### src/rtl/cu_pkg.sv
// cu_pkg: opcodes, FSM state encodings and ALU operation codes shared by the control unit
package cu_pkg;
    localparam logic [5:0] OP_ADD   = 6'b000000;
    localparam logic [5:0] OP_ADDIU = 6'b000001;
    localparam logic [5:0] OP_SUB   = 6'b000010;
    localparam logic [5:0] OP_ANDI  = 6'b010000;
    localparam logic [5:0] OP_AND   = 6'b010001;
    localparam logic [5:0] OP_ORI   = 6'b010010;
    localparam logic [5:0] OP_OR    = 6'b010011;
    localparam logic [5:0] OP_XORI  = 6'b010100;
    localparam logic [5:0] OP_SLL   = 6'b011000;
    localparam logic [5:0] OP_SLTI  = 6'b100111;
    localparam logic [5:0] OP_SW    = 6'b110000;
    localparam logic [5:0] OP_LW    = 6'b110001;
    localparam logic [5:0] OP_BEQ   = 6'b110100;
    localparam logic [5:0] OP_BNE   = 6'b110101;
    localparam logic [5:0] OP_BLTZ  = 6'b110110;
    localparam logic [5:0] OP_J     = 6'b111000;
    localparam logic [5:0] OP_JAL   = 6'b111010;
    localparam logic [5:0] OP_JR    = 6'b111001;
    localparam logic [5:0] OP_HALT  = 6'b111111;

    // HALT sits outside the 3-bit debug range so State reads 000 while halted
    localparam logic [3:0] S_IF     = 4'd0;
    localparam logic [3:0] S_ID     = 4'd1;
    localparam logic [3:0] S_EXE_AL = 4'd2;
    localparam logic [3:0] S_EXE_BR = 4'd3;
    localparam logic [3:0] S_EXE_LS = 4'd4;
    localparam logic [3:0] S_MEM    = 4'd5;
    localparam logic [3:0] S_WB_AL  = 4'd6;
    localparam logic [3:0] S_WB_LD  = 4'd7;
    localparam logic [3:0] S_HALT   = 4'd8;

    localparam logic [2:0] ALU_ADD = 3'd0;
    localparam logic [2:0] ALU_SUB = 3'd1;
    localparam logic [2:0] ALU_AND = 3'd2;
    localparam logic [2:0] ALU_OR  = 3'd3;
    localparam logic [2:0] ALU_XOR = 3'd4;
    localparam logic [2:0] ALU_SLL = 3'd5;
    localparam logic [2:0] ALU_SLT = 3'd6;

    function automatic logic is_alu_op(input logic [5:0] op);
        return op inside {OP_ADD, OP_ADDIU, OP_SUB, OP_ANDI, OP_AND, OP_ORI, OP_OR, OP_XORI, OP_SLL, OP_SLTI};
    endfunction
endpackage

### src/rtl/cu_decoder.sv
// cu_decoder: combinational opcode decode of datapath selects, ungated by state
// Ports: op (IR opcode) in; ext_sel, alu_src_a, alu_src_b, alu_op, reg_dst out
module cu_decoder
    import cu_pkg::*;
(
    input  logic [5:0] op,
    output logic       ext_sel,
    output logic       alu_src_a,
    output logic       alu_src_b,
    output logic [2:0] alu_op,
    output logic [1:0] reg_dst
);
    always_comb begin
        ext_sel   = op inside {OP_ADDIU, OP_SLTI, OP_LW, OP_SW, OP_BEQ, OP_BNE};
        alu_src_a = op == OP_SLL;
        alu_src_b = op inside {OP_ADDIU, OP_ANDI, OP_ORI, OP_XORI, OP_SLTI, OP_LW, OP_SW};
        alu_op    = op inside {OP_SUB, OP_BEQ, OP_BNE, OP_BLTZ} ? ALU_SUB :
                    op inside {OP_AND, OP_ANDI}                ? ALU_AND :
                    op inside {OP_OR, OP_ORI}                  ? ALU_OR  :
                    op == OP_XORI                              ? ALU_XOR :
                    op == OP_SLL                               ? ALU_SLL :
                    op == OP_SLTI                              ? ALU_SLT : ALU_ADD;
        reg_dst   = op inside {OP_ADD, OP_SUB, OP_AND, OP_OR, OP_SLL}             ? 2'b10 :
                    op inside {OP_ADDIU, OP_ANDI, OP_ORI, OP_XORI, OP_SLTI, OP_LW} ? 2'b01 : 2'b00;
    end
endmodule

### src/rtl/multi_cycle_control_unit.sv
// multi_cycle_control_unit: Moore FSM sequencing IF/ID/EXE/MEM/WB for the multi-cycle MIPS datapath
// Inputs: CLK, Reset (async active-low), OpCode, Funct, Zero, Sign
// Outputs: PC/IR/memory strobes, datapath selects, ALUOp, PCSrc, State (debug)
// Build option: CU_HALT_EN adds a HALT state entered on opcode 111111
module multi_cycle_control_unit
    import cu_pkg::*;
(
    input  logic       CLK,
    input  logic       Reset,
    input  logic [5:0] OpCode,
    input  logic [5:0] Funct,
    input  logic       Zero,
    input  logic       Sign,
    output logic       PCWre,
    output logic       IRWre,
    output logic       InsMemRW,
    output logic       ExtSel,
    output logic       ALUSrcA,
    output logic       ALUSrcB,
    output logic [2:0] ALUOp,
    output logic [1:0] RegDst,
    output logic       WrRegDSrc,
    output logic       RegWre,
    output logic       mRD,
    output logic       mWR,
    output logic       DBDataSrc,
    output logic [1:0] PCSrc,
    output logic [2:0] State
);
    logic [3:0] state_q, state_d;
    logic       run_q;
    logic       dec_ext, dec_sa, dec_sb;
    logic [2:0] dec_aop;
    logic [1:0] dec_rd;
    logic       is_jump, is_jal, is_jr, is_br, is_lw, is_sw, is_halt, alu_ok, taken, unused_funct;
    logic       in_if, in_id, in_exe, in_br, in_mem, in_wbal, in_wbld;

    cu_decoder u_dec (
        .op       (OpCode),
        .ext_sel  (dec_ext),
        .alu_src_a(dec_sa),
        .alu_src_b(dec_sb),
        .alu_op   (dec_aop),
        .reg_dst  (dec_rd)
    );

    // every instruction class is identified by its own opcode, so Funct carries no control information
    assign unused_funct = ^Funct;

    always_comb begin
        is_jal  = OpCode == OP_JAL;
        is_jr   = OpCode == OP_JR;
        is_jump = is_jal | is_jr | (OpCode == OP_J);
        is_br   = OpCode inside {OP_BEQ, OP_BNE, OP_BLTZ};
        is_lw   = OpCode == OP_LW;
        is_sw   = OpCode == OP_SW;
`ifdef CU_HALT_EN
        is_halt = OpCode == OP_HALT;
`else
        is_halt = 1'b0;
`endif
        alu_ok  = is_alu_op(OpCode);
        taken   = (OpCode == OP_BEQ & Zero) | (OpCode == OP_BNE & ~Zero) | (OpCode == OP_BLTZ & Sign);
    end

    always_comb begin
        state_d = state_q;
        case (state_q)
            S_IF:     state_d = S_ID;
            S_ID:     state_d = is_jump ? S_IF : is_br ? S_EXE_BR : (is_lw | is_sw) ? S_EXE_LS :
                                is_halt ? S_HALT : S_EXE_AL;
            S_EXE_AL: state_d = S_WB_AL;
            S_EXE_BR: state_d = S_IF;
            S_EXE_LS: state_d = S_MEM;
            S_MEM:    state_d = is_lw ? S_WB_LD : S_IF;
            S_WB_AL:  state_d = S_IF;
            S_WB_LD:  state_d = S_IF;
            default:  state_d = state_q == S_HALT ? S_HALT : S_IF;
        endcase
    end

    // run_q holds the FSM idle until the first edge after Reset releases, so that edge opens IF
    always_ff @(posedge CLK or negedge Reset) begin
        if (!Reset) begin
            state_q <= S_IF;
            run_q   <= 1'b0;
        end else begin
            run_q   <= 1'b1;
            state_q <= run_q ? state_d : state_q;
        end
    end

    always_comb begin
        in_if     = run_q & (state_q == S_IF);
        in_id     = state_q == S_ID;
        in_exe    = state_q inside {S_EXE_AL, S_EXE_BR, S_EXE_LS};
        in_br     = state_q == S_EXE_BR;
        in_mem    = state_q == S_MEM;
        in_wbal   = state_q == S_WB_AL;
        in_wbld   = state_q == S_WB_LD;
        PCWre     = (in_id & is_jump) | in_br | (in_mem & is_sw) | in_wbal | in_wbld;
        IRWre     = in_if;
        InsMemRW  = in_if;
        ExtSel    = in_exe & dec_ext;
        ALUSrcA   = in_exe & dec_sa;
        ALUSrcB   = in_exe & dec_sb;
        ALUOp     = in_exe ? dec_aop : ALU_ADD;
        RegWre    = (in_id & is_jal) | (in_wbal & alu_ok) | in_wbld;
        RegDst    = in_wbld ? 2'b01 : (in_wbal & alu_ok) ? dec_rd : 2'b00;
        WrRegDSrc = (in_wbal & alu_ok) | in_wbld;
        mRD       = in_mem & is_lw;
        mWR       = in_mem & is_sw;
        DBDataSrc = in_wbld;
        PCSrc     = (in_id & is_jr) ? 2'b10 : (in_id & is_jump) ? 2'b11 : (in_br & taken) ? 2'b01 : 2'b00;
        State     = state_q[2:0];
    end
endmodule

### config.mk
export PLATFORM = sky130hd
export DESIGN_NAME = multi_cycle_control_unit
export DESIGN_NICKNAME = d
export VERILOG_FILES = /design/src/rtl/cu_pkg.sv /design/src/rtl/cu_decoder.sv /design/src/rtl/multi_cycle_control_unit.sv
export SDC_FILE = /design/constraint.sdc
export NUM_CORES = 1
export LEC_CHECK = 0
export ABC_AREA = 0
export BUFFER_PORTS_ARGS = -buffer_cell sky130_fd_sc_hd__buf_2
export CORE_MARGIN = 4
export CORE_UTILIZATION = 43
export DETAILED_ROUTE_END_ITERATION = 6
export PLACE_DENSITY = 0.86
export SLEW_MARGIN = 20
export SYNTH_ARGS = -nofsm -noshare
export SYNTH_HDL_FRONTEND = slang
export SYNTH_HIERARCHICAL = 1
export SYNTH_SLANG_ARGS = --single-unit
### constraint.sdc
create_clock -name CLK -period 1.54 [get_ports CLK]
set_clock_uncertainty 0.05 [all_clocks]
set_input_delay 0.077 -clock CLK [delete_from_list [all_inputs] [get_ports CLK]]
set_output_delay 0.077 -clock CLK [all_outputs]
set_load 0.02 [all_outputs]
==> qor.yml, run 1 <==
timing:
  max_freq_mhz: 561
  setup_tns_ns: -1.68
  fin_crit_sh_pct: 116
  finalSetupViolCount: 16
  period_minus_slack_ns: 1.78
  max_slew_margin_pct: 66.7
  rsz0062_at_grt: "true"
  tightest_slew_ns: 0.498
  maxSlewViolCount: 0
  worst_slack_ns: -0.243
  hold_viol: 0
logic_synthesis:
  yosys-top-cells-area: "dfrtp_1 (14%), and2_1 (5.6%), nor2_1 (5.0%)"
  synthCells: 127
  syn_area_per_cell_um2: 7.08
  yosysSeqAreaShare_pct: 13.9
  yosysTopAreaCellShare_pct: 13.9
  synth-async-reset-ratio_pct: 100
  yosysUniqueCellTypes: 49
  ys_ff_latch: 5
  synth-edff-count: 0
  yosys.area.top_type: "dfrtp_1"
  synth_ff_type: "dfrtp_1"
  synth_nets: 143
  ys_warn_count: 6
  synth.cell_area_um2: 900
clocking:
  cts_buffers: 3
  clk_latency_ns: 0.25
  cts_tree: "yes"
  clock_sinks: 5
  clk_path_buf_depth: 2
  path_clk_slew_ns: 0.05
  htree_num_levels: 1
  cts_root_buffer: "clkbuf_4"
power_and_ir_drop:
  p_int_w: 0.000810
  pwr-share-comb_pct: 76.6
  p_leak_nw: 0.651
  ir_worst_vdd_mv: 1.13
  p_switching_w: 0.000713
  swShare_pct: 46.8
  pwr-share-seq_pct: 13.3
  pwr-share-clk_pct: 10.1
  powerDensity_nw_per_um2: 1050
die:
  io_pins: 37
  coreArea_um2: 1980
  rows: 16
  die_w_um: 53.7
  dieHeight_um: 53.7
  die_area_um2: 2890
  initial_core_util_pct: 45.4
setup_path:
  r2r_end: "state_q[0]"
  r2r_cells: 5
  crit_end: "PCWre"
  crit_path_start: "state_q[0]"
  cp_data_arrival_time_ns: 1.66
  cp_cell_sequence: "and2b_2 -> nand4_1 -> buf_4 -> nor3_4 -> or3_1 -> buf_6"
  reg2reg_slack_ns: -0.01
  path_max_fanout: 3
  crit_required_ns: 1.41
  cp-end-kind: "output port"
  worst_setup_path_start_kind: "flop"
  worstReg2RegStart: "state_q[1]"
  cpPeakStageDelay_ns: 0.40
  cpMaxStageDelayCell: "dfrtp_1"
  crit_type: "reg -> out"
drt:
  vias: 1187
  avgViaCountPerCell: 5.79
  wl_per_cell_um: 15.8
  drtPass1Iterations: 4
  routed_wirelength_um: 3230
  drcViolationCount: 0
  drt_iter0_markers: 66
  ant_nets: 0
layout:
  nNetsFinal: 195
  syn_to_final_growth_pct: 61.1
  final_cell_area_um2: 1450
  final_layout_size_suffix_gt1_share_pct: 48.3
  antennaDiodeCount: 0
placement:
  dpl.hpwl_um: 2050
  place_area_um2: 1200
  gp_congestion: 0.831
  port-buffer-count: 30
global_route:
  antenna_found_initial: 0
  grt_usage_pct: 21.5
  grt_pass1_vias: 1049
  grt_max_degree: 16
  grt_first_pass_wirelength_um: 4530
  gr-total-overflow: 0
outcome:
  violations: "setup timing"
  run_status: "complete, but fails checks"
min_path:
  hold_path.class: "in -> async"
job:
  max-cap-violations: 0
## per-stage QoR
stage               std cells  hold slack [ns]  total power (W)  utilization [%]  setup WS (ns)
detailed placement        190           -0.154          0.00105             60.5         0.0164
CTS                       197            0.113          0.00135             66.9         -0.197
global route              205            0.129          0.00162             73.1         -0.292
floorplan                 127           -0.269         0.000774                -        -0.0918
finish                    205            0.126          0.00152             73.1         -0.243
global placement          190           -0.160          0.00102             60.5         0.0366
## layer usage
metal | GRT usage (%) | routed length [um]
met1 | 21.9 | 1230
met2 | 38.9 | 1580
met3 | 6.37 | 253
met4 | 11.5 | 167
met5 | 0 | 0
## worst min path at each step
| stage | start | to | slack (ns) | cells past startpoint |
|---|---|---|---|---|
| 2_1_floorplan | Reset | run_q | -0.27 | 0 |
| 3_3_place_gp | Reset | state_q[0] | -0.16 | 1 |
| 3_5_place_dp | Reset | state_q[1] | -0.15 | 1 |
| 4_1_cts | Reset | state_q[3] | 0.11 | 2 |
| 5_1_grt | Reset | state_q[3] | 0.13 | 2 |
| 6_report | Reset | state_q[3] | 0.13 | 2 |
## sequential cells by signal (all words and copies together), names as in the netlist
register  cells
state_q       4
run_q         1
## power groups by stage
stage	registers (W)	logic, W	clock network [W]
after global routing	0.000203	0.00124	0.000179
after detailed placement	0.000194	0.000855	0
after floorplan	0.000193	0.000581	0
final	0.000202	0.00117	0.000154
after global placement	0.000191	0.000825	0
after CTS	0.000199	0.000989	0.000162
## logic make-up after synthesis
kind of cell	after synthesis	share of synthesized area (%)
xor+xnor	1	0.974
other cells	1	0.417
compound gates	33	24.6
flops	5	13.9
buf+inv	17	11.3
mux	2	2.23
simple gates	68	46.6
## critical path: cells and delay by family (launching register included)
kind / cells / cell delay [ns]
simple gates: 4 / 0.73
flops: 1 / 0.40
buf+inv: 2 / 0.29
## cell usage in the layout (no fill, tap or decap), drive strengths merged, types with 4 or more instances in the layout
master / instances
a21oi: 6
and2: 9
buf: 57
clkbuf: 4
dfrtp: 5
inv: 6
nand2: 8
nand2b: 4
nand3: 5
nor2: 12
nor3: 6
o21ai: 9
## synth_stat cells, drive strengths merged, types with 2 or more instances
library cell,n
and2b,2
mux2i,2
nand2,8
inv,6
nor3,6
nor2,12
a31oi,3
o21ai,9
o21a,2
and3b,2
nand4,2
nand3b,3
or3,2
nor2b,3
and2,9
o31ai,2
dfrtp,5
nor3b,3
nand2b,4
and3,3
nand3,5
a21oi,6
buf,10
## final cells by class
class                   count  area (um^2)
clock buffers               4         26.3
well taps                  27         33.8
fillers                   121          533
flip-flops and latches      5          125
multi-input cells         105          783
repair buffers             58          458
inverters                   6         22.5
## repair_timing
action | CTS | global route
endpoints found under the setup margin | 14 | 20
pin swaps | 4 | 7
endpoints found under the hold margin | 5 | 0
hold buffers | 1 | 0
buffers inserted | 3 | 9
cloned | 0 | 0
gates resized for setup | 24 | 21
No activity file was read; power rests on OpenSTA's default activity.
==> run 2: changes to the inputs <==
--- a/config.mk
+++ b/config.mk
@@ -7,7 +7,6 @@
 export LEC_CHECK = 0
 export ABC_AREA = 0
 export BUFFER_PORTS_ARGS = -buffer_cell sky130_fd_sc_hd__buf_2
-export CORE_MARGIN = 4
 export CORE_UTILIZATION = 43
 export DETAILED_ROUTE_END_ITERATION = 6
 export PLACE_DENSITY = 0.86
==> run 2 against run 1 <==
  * The run still ends with setup timing left
  * Setup slack better by 0.021 ns
  * Fmax rose by 1.2%
  * Clock power fell by 3%
  * Global-route usage increased by 3.9 points
  * Critical path type unchanged
  * Register-to-register slack is essentially flat
  * Clock-buffer cell count unchanged
  * Sequential share of layout area shrank 0.18 points
  * Highest routed layer unchanged
  * Combinational power barely moved
==> qor.yml, run 2 (synthesized netlist as in run 1, its figures left out) <==
outcome:
  run_status: "complete, but fails checks"
  violations: "setup timing"
timing:
  maxSlewViolCount: 0
  worst_slack_ns: -0.222
  finalSetupViolCount: 15
  max_freq_mhz: 567
  max_slew_margin_pct: 63.1
  fin_crit_sh_pct: 114
  hold_viol: 0
  rsz0062_at_grt: "true"
  tightest_slew_ns: 0.552
  fin_hold_ws_ns: 0.135
  period_minus_slack_ns: 1.76
global_route:
  grt_max_degree: 16
  grt_first_pass_wirelength_um: 4130
  gr-total-overflow: 0
  grt_pass1_vias: 1069
  antenna_found_initial: 0
  grt_usage_pct: 25.4
die:
  io_pins: 37
  rows: 16
  die_w_um: 47.7
  dieHeight_um: 47.7
  coreArea_um2: 1960
  initial_core_util_pct: 45.9
  die_area_um2: 2280
drt:
  vias: 1201
  drcViolationCount: 0
  wl_per_cell_um: 14.9
  avgViaCountPerCell: 5.77
  drtPass1Iterations: 4
  ant_nets: 0
  routed_wirelength_um: 3110
  drt_iter0_markers: 46
clocking:
  clk_latency_ns: 0.24
  path_clk_slew_ns: 0.04
  clock_sinks: 5
  cts_buffers: 3
  htree_num_levels: 1
  cts_root_buffer: "clkbuf_4"
  cts_tree: "yes"
  clk_path_buf_depth: 2
layout:
  nNetsFinal: 198
  antennaDiodeCount: 0
  fillers: 151
  final_util_pct: 75.4
  final_layout_size_suffix_gt1_share_pct: 52.5
  layout_commonest_cell: "buf_4"
  final_cell_mix: "buf_4 (33), buf_6 (14), buf_2 (13), and2_4 (8)"
  largest_reg_flops: 4
  syn_to_final_growth_pct: 64.4
  reg_top3: "state_q x4, run_q x1"
  largest-register: "state_q"
setup_path:
  worstReg2RegStart: "state_q[1]"
  worst_setup_path_start_kind: "flop"
  r2r_cells: 5
  r2r_end: "state_q[0]"
  crit_required_ns: 1.41
  reg2reg_slack_ns: -0.01
  cp-end-kind: "output port"
  path_max_fanout: 3
  cp_data_arrival_time_ns: 1.64
  crit_type: "reg -> out"
placement:
  place_ws_ns: -0.0281
  port-buffer-count: 30
  dpl.hpwl_um: 1970
  gp_congestion: 0.823
power_and_ir_drop:
  p_switching_w: 0.000694
  powerDensity_nw_per_um2: 1010
  p_leak_nw: 0.672
  ir_worst_vdd_mv: 0.573
  pwr-share-comb_pct: 77.0
  swShare_pct: 46.5
  pwr-share-clk_pct: 10.1
  pwr-share-seq_pct: 12.9
  p_int_w: 0.000798
  power.total_w: 0.00149
job:
  max-cap-violations: 0
min_path:
  hold_path.class: "in -> async"
## run 2: timing repair
action | in CTS | in global routing
hold endpoints to repair | 5 | 0
endpoints found under the setup margin | 14 | 19
hold buffers | 1 | 0
resized for setup | 36 | 20
setup buffers | 7 | 5
pin swaps | 13 | 9
## run 2: worst max-delay path, stage by stage, from the launching register on
cell	delay, ns
dfrtp_1	0.37
and2b_2	0.25
nand4_1	0.11
or3_4	0.38
o41ai_2	0.06
buf_2	0.21
## run 2: metal layers
layer / track usage (%) / up-vias / wire length [um]
met2: 50.0 / 55 / 1700
li1: - / 563 / -
met3: 1.13 / 8 / 174
met1: 27.0 / 575 / 1190
met5: 0 / - / 0
met4: 12.2 / 0 / 55
## run 2: worst max-delay path by stage
stage,slack [ns],end,start,cells after the start
floorplan,-0.09,PCWre,state_q[1],5
global placement,0.004,PCSrc[0],state_q[1],5
detailed placement,-0.03,ALUSrcA,state_q[0],6
CTS,-0.22,PCSrc[0],state_q[1],5
global route,-0.30,PCWre,state_q[0],6
finish,-0.22,PCSrc[0],state_q[1],5
## run 2: final cells by class
cell class | count | area (um^2) | share of cell area (%)
Inverter | 6 | 25.0 | 1.69
Multi-Input combinational cell | 105 | 788 | 53.3
Timing Repair Buffer | 61 | 480 | 32.5
Clock buffer | 4 | 26.3 | 1.78
Sequential cell | 5 | 125 | 8.46
Tap cell | 27 | 33.8 | 2.28
## run 2: power by group through the flow
stage	combinational (W)	clock, W	sequential (W)
after global routing	0.00123	0.000168	0.000198
final	0.00115	0.000150	0.000192
after CTS	0.00101	0.000156	0.000190
after floorplan	0.000581	0	0.000193
after global placement	0.000778	0	0.000187
after detailed placement	0.000811	0	0.000190
## run 2: through the flow
stage / setup TNS [ns] / std cells / cell area [um^2]
after detailed placement: -0.135 / 192 / 1190
after floorplan: -0.113 / 127 / 941
after CTS: -2.25 / 204 / 1380
after global routing: -3.12 / 208 / 1480
final: -1.90 / 208 / 1480
after global placement: 0 / 192 / 1190
==> run 3: changes to the inputs <==
--- a/config.mk
+++ b/config.mk
@@ -7,8 +7,10 @@
 export LEC_CHECK = 0
 export ABC_AREA = 0
 export BUFFER_PORTS_ARGS = -buffer_cell sky130_fd_sc_hd__buf_2
+export CORE_MARGIN = 8
 export CORE_UTILIZATION = 43
 export DETAILED_ROUTE_END_ITERATION = 6
+export GPL_ROUTABILITY_DRIVEN = 0
 export PLACE_DENSITY = 0.86
 export SLEW_MARGIN = 20
 export SYNTH_ARGS = -nofsm -noshare
==> constraint.sdc (replaced) <==
create_clock -name CLK -period 1.49 [get_ports CLK]
set_clock_uncertainty 0.05 [all_clocks]
set_input_delay 0.0745 -clock CLK [delete_from_list [all_inputs] [get_ports CLK]]
set_output_delay 0.0745 -clock CLK [all_outputs]
set_load 0.02 [all_outputs]
==> run 3 against run 2 <==
  * The run still ends with setup timing left
  * Power grew 5.3%
  * Critical path depth is the same
  * Core utilization grew 0.70 points
  * Flip-flop and latch count is the same
  * Via count shrank 3.4%
  * Register-to-register slack lost 0.02 ns
  * Sequential share of layout area shrank 0.078 points
  * Cell count shrank 0.48%
  * Clock power grew 9%
  * Clock-buffer cell count shrank 1
==> qor.yml, run 3 (synthesized netlist as in run 1, its figures left out) <==
outcome:
  run_status: "complete, but fails checks"
  violations: "setup timing"
timing:
  tightest_slew_ns: 0.631
  max_slew_margin_pct: 57.8
  maxSlewViolCount: 0
  worst_slack_ns: -0.302
  rsz0062_at_grt: "true"
  max_freq_mhz: 558
  finalSetupViolCount: 19
  setup_tns_ns: -3.10
  fin_crit_sh_pct: 120
  hold_viol: 0
  period_minus_slack_ns: 1.79
global_route:
  grt_pass1_vias: 1172
  grt_usage_pct: 16.3
  met2_usage_pct: 29.7
  busiest_layer: "met2"
  met1_usage_pct: 19.5
  met3_usage_pct: 1.23
  antenna_found_initial: 0
  grt_max_degree: 16
  grt_first_pass_wirelength_um: 4920
  gr-total-overflow: 0
layout:
  nNetsFinal: 197
  multiInputGateArea_um2: 790
  final_layout_size_suffix_gt1_share_pct: 51.1
  final_cell_mix: "buf_4 (29), buf_6 (17), buf_2 (12), nor2_1 (8)"
  antennaDiodeCount: 0
  largest-register: "state_q"
  reg_top3: "state_q x4, run_q x1"
  layout_commonest_cell: "buf_4"
  syn_to_final_growth_pct: 65.9
  largest_reg_flops: 4
  fillers: 155
  register_area_um2: 125
  final_cell_area_um2: 1490
placement:
  dpl.hpwl_um: 2100
  place_ws_ns: -0.106
  port-buffer-count: 30
  place_area_um2: 1210
setup_path:
  reg2reg_slack_ns: -0.03
  cp-end-kind: "output port"
  r2r_end: "state_q[0]"
  worstReg2RegStart: "state_q[1]"
  cp_cell_sequence: "and2b_2 -> nand4_1 -> or3_4 -> o41ai_2 -> buf_4"
  cpPeakStageDelay_ns: 0.42
  crit_end: "PCSrc[0]"
  path_max_fanout: 4
  cpMaxStageDelayCell: "or3_4"
  cp_data_arrival_time_ns: 1.67
  r2r_cells: 5
  crit_required_ns: 1.37
  crit_type: "reg -> out"
  worst_setup_path_start_kind: "flop"
  crit_path_start: "state_q[1]"
clocking:
  cts_tree: "yes"
  htree_num_levels: 1
  cts_buffers: 3
  clock_sinks: 5
  cts_root_buffer: "clkbuf_4"
  clk_latency_ns: 0.25
  path_clk_slew_ns: 0.06
  clk_path_buf_depth: 2
power_and_ir_drop:
  p_leak_nw: 0.669
  power.total_w: 0.00157
  ir_worst_vdd_mv: 0.778
  powerDensity_nw_per_um2: 1050
die:
  coreArea_um2: 1960
  initial_core_util_pct: 45.9
  dieHeight_um: 61.7
  die_area_um2: 3810
  die_w_um: 61.7
  rows: 16
  io_pins: 37
drt:
  avgViaCountPerCell: 5.60
  drcViolationCount: 0
  vias: 1160
  drtPass1Iterations: 4
  drt_iter0_markers: 37
  ant_nets: 0
  wl_per_cell_um: 14.7
  routed_wirelength_um: 3030
min_path:
  hold_path.class: "in -> async"
job:
  max-cap-violations: 0
[run 3: changes by cell type in the layout (fill, tap and decap cells not counted), moves of 2 or more]
| cell | delta |
|---|---|
| buf_4 | -4 |
| inv_1 | +2 |
| buf_6 | +3 |
| nor2_4 | -2 |
[run 3: routing by layer]
layer  up-vias  share of wire [%]
met3         4                4.3
met4         0               0.69
li1        560                  -
met5         -                  0
met2        40                 51
met1       556                 44
[run 3: worst min-delay path by stage]
stage                             to  cells past startpoint  slack (ns)  start
after floorplan                run_q                      0       -0.27  Reset
after global placement    state_q[3]                      1       -0.16  Reset
after detailed placement  state_q[0]                      1       -0.16  Reset
after CTS                      run_q                      2        0.11  Reset
after global routing           run_q                      2        0.13  Reset
final                          run_q                      2        0.12  Reset
[run 3: area by class of cell]
cell class	count	area share, %
multi-input combinational	105	52.9
clock buffer	3	1.51
clock inverter	1	0.335
sequential	5	8.38
inverter	6	1.51
timing repair buffer	60	33.1
tap	27	2.26
[run 3: per-stage QoR]
step	util, %	instances	hold WS, ns
floorplan	-	127	-0.271
global placement	61.7	194	-0.160
detailed placement	61.7	194	-0.157
CTS	73.5	204	0.113
global route	76.1	207	0.133
finish	76.1	207	0.116
[run 3: what timing repair did]
| action | 4_1_cts | 5_1_grt |
|---|---|---|
| endpoints found under the hold margin | 5 | 0 |
| pin swaps | 9 | 5 |
| setup endpoints to repair | 19 | 19 |
| setup buffers | 5 | 4 |
| resized for setup | 46 | 10 |
| hold buffers | 1 | 0 |
[run 3: report_power, final]
| part | switching [W] | internal, W |
|---|---|---|
| clock network | 0.0000659 | 0.0000977 |
| logic | 0.000616 | 0.000595 |
| registers | 0.0000263 | 0.000171 |
[run 3: worst max-delay path: cells and delay by family (launching register included)]
kind                   cells  cell delay [ns]
AOI/OAI and AO/OA          1             0.07
buffers and inverters      1             0.19
DFF                        1             0.37
and+or+nand+nor            3             0.78
